===== src/rtl/mem_arbiter_pkg.sv =====
// ---------------------------------------------------------------------------
// project_types: shared types for the instruction/data memory arbiter.
//   ram_addr_t / ram_data_t : memory bus address and data words
//   chip_status_t           : chip-enable encoding (CHIP_ENABLE / CHIP_DISABLE)
//   arb_state_t             : arbiter FSM states
//   CNT_W                   : width of the access-latency counter (LATENCY 1..4)
// ---------------------------------------------------------------------------
package project_types;

  localparam int ADDR_W = 32;
  localparam int DATA_W = 32;
  localparam int CNT_W  = 2;

  typedef logic [ADDR_W-1:0] ram_addr_t;
  typedef logic [DATA_W-1:0] ram_data_t;

  typedef enum logic {
    CHIP_DISABLE = 1'b0,
    CHIP_ENABLE  = 1'b1
  } chip_status_t;

  typedef enum logic [1:0] {
    IDLE  = 2'd0,
    I_ACC = 2'd1,
    D_ACC = 2'd2,
    DONE  = 2'd3
  } arb_state_t;

endpackage


===== src/rtl/i_membus.sv =====
// ---------------------------------------------------------------------------
// i_membus: shared single-port memory bus.
//   we    : write enable            ce   : chip enable (chip_status_t)
//   addr  : word address            write: store data
//   read  : read data returned by the memory
// master drives we/ce/addr/write and samples read; slave is the reverse.
// ---------------------------------------------------------------------------
interface i_membus;
  import project_types::*;

  logic         we;
  chip_status_t ce;
  ram_addr_t    addr;
  ram_data_t    write;
  ram_data_t    read;

  modport master (output we, ce, addr, write, input read);
  modport slave  (input we, ce, addr, write, output read);
endinterface


===== src/rtl/mem_arbiter.sv =====
// ---------------------------------------------------------------------------
// mem_arbiter: shares one memory bus between an instruction-fetch port and a
// data load/store port. One access at a time: IDLE -> x_ACC (LATENCY cycles
// with the bus enabled) -> DONE (one-cycle ready pulse) -> IDLE.
//
// Parameters
//   LATENCY : memory read latency in cycles, 1..4
//   D_FIRST : tie winner (1 = data port, 0 = instruction port)
// Ports
//   clk, rst                        : clock, synchronous active-high reset
//   i_req, i_addr -> i_rdata, i_ready : instruction fetch port
//   d_req, d_we, d_addr, d_wdata -> d_rdata, d_ready : data port
//   mem                             : i_membus master
//   stall                           : some request pending and not yet ready
// Build option
//   MEM_ARB_RR_EN : when defined, ties resolve round-robin (the port not
//                   served last wins); D_FIRST then only picks the first
//                   winner after reset.
// ---------------------------------------------------------------------------
module mem_arbiter
  import project_types::*;
#(
  parameter int LATENCY = 1,
  parameter bit D_FIRST = 1'b1
) (
  input  logic      clk,
  input  logic      rst,
  input  logic      i_req,
  input  ram_addr_t i_addr,
  output ram_data_t i_rdata,
  output logic      i_ready,
  input  logic      d_req,
  input  logic      d_we,
  input  ram_addr_t d_addr,
  input  ram_data_t d_wdata,
  output ram_data_t d_rdata,
  output logic      d_ready,
  i_membus.master   mem,
  output logic      stall
);

  localparam logic [CNT_W-1:0] CNT_LAST = CNT_W'(LATENCY - 1);

  arb_state_t       state_q;
  logic [CNT_W-1:0] cnt_q;
  chip_status_t     ce_q;
  logic             we_q;
  ram_addr_t        addr_q;
  ram_data_t        write_q;
  ram_data_t        i_rdata_q;
  ram_data_t        d_rdata_q;
  logic             i_ready_q;
  logic             d_ready_q;

  logic pick_d_d;  // data port wins when both request
  logic take_d_d;  // data port is granted from IDLE

`ifdef MEM_ARB_RR_EN
  logic last_d_q;  // 1 = data port was served last

  // Seeded so that the first tie after reset goes to D_FIRST.
  always_ff @(posedge clk) begin
    if (rst) begin
      last_d_q <= ~D_FIRST;
    end else if (state_q == DONE) begin
      last_d_q <= d_ready_q;
    end
  end

  assign pick_d_d = ~last_d_q;
`else
  assign pick_d_d = D_FIRST;
`endif

  assign take_d_d = d_req & (~i_req | pick_d_d);

  always_ff @(posedge clk) begin
    if (rst) begin
      state_q   <= IDLE;
      cnt_q     <= '0;
      ce_q      <= CHIP_DISABLE;
      we_q      <= 1'b0;
      addr_q    <= '0;
      write_q   <= '0;
      i_rdata_q <= '0;
      d_rdata_q <= '0;
      i_ready_q <= 1'b0;
      d_ready_q <= 1'b0;
    end else begin
      i_ready_q <= 1'b0;
      d_ready_q <= 1'b0;
      case (state_q)
        IDLE: begin
          if (i_req || d_req) begin
            // Requests are latched here; the bus is driven from the latched
            // copy, so a master dropping its request cannot disturb the cycle.
            ce_q  <= CHIP_ENABLE;
            cnt_q <= '0;
            if (take_d_d) begin
              state_q <= D_ACC;
              addr_q  <= d_addr;
              we_q    <= d_we;
              write_q <= d_wdata;
            end else begin
              state_q <= I_ACC;
              addr_q  <= i_addr;
              we_q    <= 1'b0;
              write_q <= '0;
            end
          end
        end
        I_ACC, D_ACC: begin
          if (cnt_q == CNT_LAST) begin
            if (state_q == D_ACC) begin
              if (!we_q) begin
                d_rdata_q <= mem.read;
              end
              d_ready_q <= 1'b1;
            end else begin
              i_rdata_q <= mem.read;
              i_ready_q <= 1'b1;
            end
            ce_q    <= CHIP_DISABLE;
            we_q    <= 1'b0;
            cnt_q   <= '0;
            state_q <= DONE;
          end else begin
            cnt_q <= cnt_q + 1'b1;
          end
        end
        DONE: begin
          state_q <= IDLE;
        end
        default: begin
          state_q <= IDLE;
        end
      endcase
    end
  end

  assign mem.ce    = ce_q;
  assign mem.we    = we_q;
  assign mem.addr  = addr_q;
  assign mem.write = write_q;

  assign i_rdata = i_rdata_q;
  assign d_rdata = d_rdata_q;
  assign i_ready = i_ready_q;
  assign d_ready = d_ready_q;

  assign stall = (i_req & ~i_ready_q) | (d_req & ~d_ready_q);

endmodule


===== src/flat_wrapper.sv =====
// flat-port wrapper written by rule: the top's interface ports become plain ports
module mem_arbiter_flat import project_types::*;
#(
  parameter int LATENCY = 1,
  parameter bit D_FIRST = 1'b1
)
  (clk, rst, i_req, i_addr, i_rdata, i_ready, d_req, d_we, d_addr, d_wdata, d_rdata, d_ready, stall, mem_we, mem_ce, mem_addr, mem_write, mem_read);
  i_membus mem_i ();
  input  logic clk;
  input  logic rst;
  input  logic i_req;
  input  ram_addr_t i_addr;
  output ram_data_t i_rdata;
  output logic i_ready;
  input  logic d_req;
  input  logic d_we;
  input  ram_addr_t d_addr;
  input  ram_data_t d_wdata;
  output ram_data_t d_rdata;
  output logic d_ready;
  output logic stall;
  output wire logic [$bits(mem_i.we)-1:0] mem_we;
  output wire logic [$bits(mem_i.ce)-1:0] mem_ce;
  output wire logic [$bits(mem_i.addr)-1:0] mem_addr;
  output wire logic [$bits(mem_i.write)-1:0] mem_write;
  input wire logic [$bits(mem_i.read)-1:0] mem_read;
  assign mem_we = mem_i.we;
  assign mem_ce = mem_i.ce;
  assign mem_addr = mem_i.addr;
  assign mem_write = mem_i.write;
  assign mem_i.read = mem_read;
  mem_arbiter #(.LATENCY(LATENCY), .D_FIRST(D_FIRST)) u_core (.clk(clk), .rst(rst), .i_req(i_req), .i_addr(i_addr), .i_rdata(i_rdata), .i_ready(i_ready), .d_req(d_req), .d_we(d_we), .d_addr(d_addr), .d_wdata(d_wdata), .d_rdata(d_rdata), .d_ready(d_ready), .mem(mem_i), .stall(stall));
endmodule

===== config.mk =====
export PLATFORM = sky130hd
export DESIGN_NAME = mem_arbiter_flat
export DESIGN_NICKNAME = d
export VERILOG_FILES = /design/src/rtl/mem_arbiter_pkg.sv /design/src/rtl/i_membus.sv /design/src/rtl/mem_arbiter.sv /design/src/flat_wrapper.sv
export SDC_FILE = /design/constraint.sdc
export NUM_CORES = 1
export LEC_CHECK = 0
export CORE_ASPECT_RATIO = 1.25
export CORE_MARGIN = 2
export CORE_UTILIZATION = 36
export DETAILED_ROUTE_END_ITERATION = 10
export PLACE_DENSITY = 0.87
export SYNTH_ARGS = -nofsm -noshare
export SYNTH_HDL_FRONTEND = slang
export SYNTH_SLANG_ARGS = --single-unit

===== constraint.sdc =====
create_clock -name clk -period 1.4 [get_ports clk]
set_input_delay 0.14 -clock clk [delete_from_list [all_inputs] [get_ports clk]]
set_output_delay 0.14 -clock clk [all_outputs]
set_load 0.1 [all_outputs]

==> impl_results.md <==
* Post-synth EDFFs at 0
* Count of unique library cells instantiated by Yosys at 31
* First-pass GRT wire length at 28690 microns
* Net switching power at 0.009558 W
* Largest net degree at the start of global routing at 62
* Rows at 49
* Multiplexer share of the synthesized area at 0.06246
* DIE AREA at 0.01568 sq mm
* Worst-margin pin slew at 0.3499 ns
* Largest family of logic cells by synthesized area: compound AO/OA/AOI/OAI gates
* DR iter-0 viols at 178
* PwrDens at 2009 mW/mm^2
* DP Cell Count at 1004
* Fill count at 846
* Status: complete, but fails checks
* Htree depth at 4
* Slowest-stage cell, CP: dfxtp_4
* Register area share after synthesis at 0.5148
* Final Setup Violations at 40
* Switching part of the total at 0.4375
* Drt first pass iters at 4
* Crit path largest cell delay at 0.37 ns
* Vias at 5391
* Clock Skew at 0.009365 ns
* Post-synthesis instance area at 0.005289 sq mm
* Area growth syn-to-layout at 105.6%
* Total CTS buffers at 17
* Fin crit share at 1.081
* Critical path's top delay family: simple AND/OR/NAND/NOR gates
* Final min period at 1.513 ns
* Clock sink total at 136
* Vias in the first global route at 5542
* Internal cell power at 0.01229 W
* Die W at 112.4 microns
* Layout Cells excl Fill at 1052
* WS Path Type: reg2reg
* Cell Chain, Critical Path: inv_4 > ha_4 > and4b_4 > clkbuf_16 > nand2_1 > a21oi_1
* Grt total ovfl at 0
* GP Congestion at 0.7842
* Worst hold path type: in2reg
* Layout cell share with drive strength beyond 1 at 0.3581
* Clock network power share at 0.228
* I/O pin cnt at 266
* Nets at 1000
* Maximum clock path buffer count at 2
* Commonest cells after routing, fill and taps aside: 144 x buf_12, 131 x dfxtp_1, 129 x clkdlybuf4s50_1, 125 x nand2_1, 65 x nor2_1
* Fin worst setup slack at -0.1129 ns
* Cell area after layout at 0.01088 sq mm
* Failing checks: setup timing
* Reg power frac at 0.243
* Final WL at 20050 microns
* CORE AREA at 0.01441 sq mm
* Worst-Skew Late Latency at 0.42 ns
* GRT Resource Usage Total at 0.2329
* CTS tree: built
* RSZ-0062 raised after global routing: true
* Post-Synth Adder-Cell Area at 0.01419
* Setup tns final at -1.771 ns
* Maximum clock rate at 661.0 MHz
* Gate Count Post-Synth at 582
* Post-route DRC at 0
* Main synth FF type: dfxtp_1
* Slew Limit Headroom at 0.7665
* Worst vdd ir at 1.328 mV
* Post-DRT Antenna Nets at 0
* Capturing element type of the critical path: flop
* Via density at 5.125
* Placed cell areas at 0.009558 sq mm
* Post-synthesis compound-gate area fraction at 0.1885
* Crit path DAT at 1.86 ns
* Logic pwr share at 0.529
* Synth Area in XOR/XNOR at 0
* CP max FO at 8
* Post-Synth Simple-Gate Area at 0.1602
* YS warnings at 0
* Post-DR wirelength/cell at 19.06 microns
* Pins Over Slew Limit at 0
* Port bufs at 265
* Die Ht at 139.5 microns
* Static leakage at 4.159 nW
* Crit path buffers/inverters at 2
* Initial antenna violation count at 0
* Diodes inserted at 0
* Clock slew at reported path FFs at 0.06 ns
* Max-Cap Viols at 0
* Commonest non-fill, non-tap cell in the layout: buf_12
* Final Hold Fails at 0
* Seq cells post-synth at 136
* Power Total at 0.02185 W
* Starting Density at 0.3671
* Mean Syn Cell Area at 9.087 sq um
* Share of flip-flops with an asynchronous set or reset at 0
* Detailed placer's ending HPWL at 12950 microns
* CTS root buf: clkbuf_16
* Critical Path Source Type: flop
* Syn nets at 721
* CP required at 1.75 ns
## final timing paths
path,startpoint,end,slack (ns),cells past startpoint
setup / recovery,u_core.state_q[1]$_SDFFE_PP0P_,u_core.d_rdata[31]$_SDFFE_PP0P_,-0.11,6
hold / removal,rst,u_core.state_q[1]$_SDFFE_PP0P_,0.12,3
setup reg to reg,u_core.state_q[1]$_SDFFE_PP0P_,u_core.d_rdata[31]$_SDFFE_PP0P_,-0.11,6
hold reg to reg,u_core.i_rdata[6]$_SDFFE_PP0P_,u_core.i_rdata[6]$_SDFFE_PP0P_,0.49,2
## area by class of cell
| cell class | instances | area [sq um] | area share |
|---|---|---|---|
| Timing Repair Buffer | 308 | 4598 | 0.4228 |
| Sequential cell | 136 | 2734 | 0.2514 |
| Multi-Input combinational cell | 392 | 2625 | 0.2414 |
| Clock buffer | 24 | 513.0 | 0.04717 |
| Tap cell | 178 | 222.7 | 0.02048 |
| Clock inverter | 8 | 155.1 | 0.01427 |
| Inverter | 6 | 27.53 | 0.002531 |
## repair_timing
item,CTS,global route
pin swaps,3,42
gates resized for setup,28,72
buffers inserted,4,3
endpoints found under the setup margin,87,108
cloned,2,7
hold buffers,0,0
## cells by family after synthesis
family                     Yosys count
buffers and inverters               54
DFF                                136
adders and majority gates            6
muxes                               33
AOI/OAI and AO/OA                  143
and+or+nand+nor                    210
## layer usage
| metal | vias to the layer above | GRT usage | part of all wire |
|---|---|---|---|
| met5 | - | 0 | 0 |
| met4 | 0 | 0.09884 | 0.031 |
| met3 | 41 | 0.07186 | 0.065 |
| met2 | 208 | 0.4334 | 0.56 |
| met1 | 2606 | 0.2381 | 0.35 |
| li1 | 2536 | - | - |
## worst reg2reg max path, cell delays in order (launching register included)
cell and delay (ns):
dfxtp_4 0.37, inv_4 0.05, ha_4 0.28, and4b_4 0.32, clkbuf_16 0.20, nand2_1 0.08
a21oi_1 0.15
## registers in the layout, summed over array words and instances, names as in the netlist
| register | flops |
|---|---|
| u_core.d_rdata | 32 |
| u_core.i_rdata | 32 |
| u_core.mem.addr | 32 |
| u_core.mem.write | 32 |
| u_core.cnt_q | 2 |
| u_core.state_q | 2 |
| u_core.d_ready | 1 |
| u_core.i_ready | 1 |
| u_core.mem.ce | 1 |
| u_core.mem.we | 1 |
## per-stage QoR
step | util | hold WS (ns) | setup slack (ns)
after global placement | 0.6634 | 0.4577 | -0.05116
after global routing | 0.7548 | 0.1108 | -0.1699
after detailed placement | 0.6634 | 0.4832 | -0.1441
final | 0.7548 | 0.1220 | -0.1129
after CTS | 0.7235 | 0.07272 | -0.05912
after floorplan | - | 0.2760 | -0.06070
## power by group through the flow
stage	Combinational (W)	Clock, W	Sequential, W
global route	0.0119	0.00522	0.00537
floorplan	0.00220	0	0.00951
finish	0.0116	0.00498	0.00530
detailed placement	0.0105	0	0.00533
global placement	0.0104	0	0.00529
CTS	0.0109	0.00506	0.00527
## synth_stat cells, types with 3 or more instances
master,number,share of area
nand2_1,130,0.092
buf_6,8,0.017
buf_1,6,0.0043
nor2_1,67,0.048
o31ai_1,3,0.0043
inv_1,6,0.0043
a211oi_2,20,0.047
ha_1,6,0.014
dfxtp_1,136,0.51
a21oi_1,69,0.065
clkbuf_1,11,0.0078
buf_4,10,0.014
mux2i_1,33,0.062
buf_2,13,0.012
a211oi_1,12,0.017
o21ai_0,3,0.0028
a22oi_1,32,0.045
Note: power is estimated with default switching activity, not from simulation.
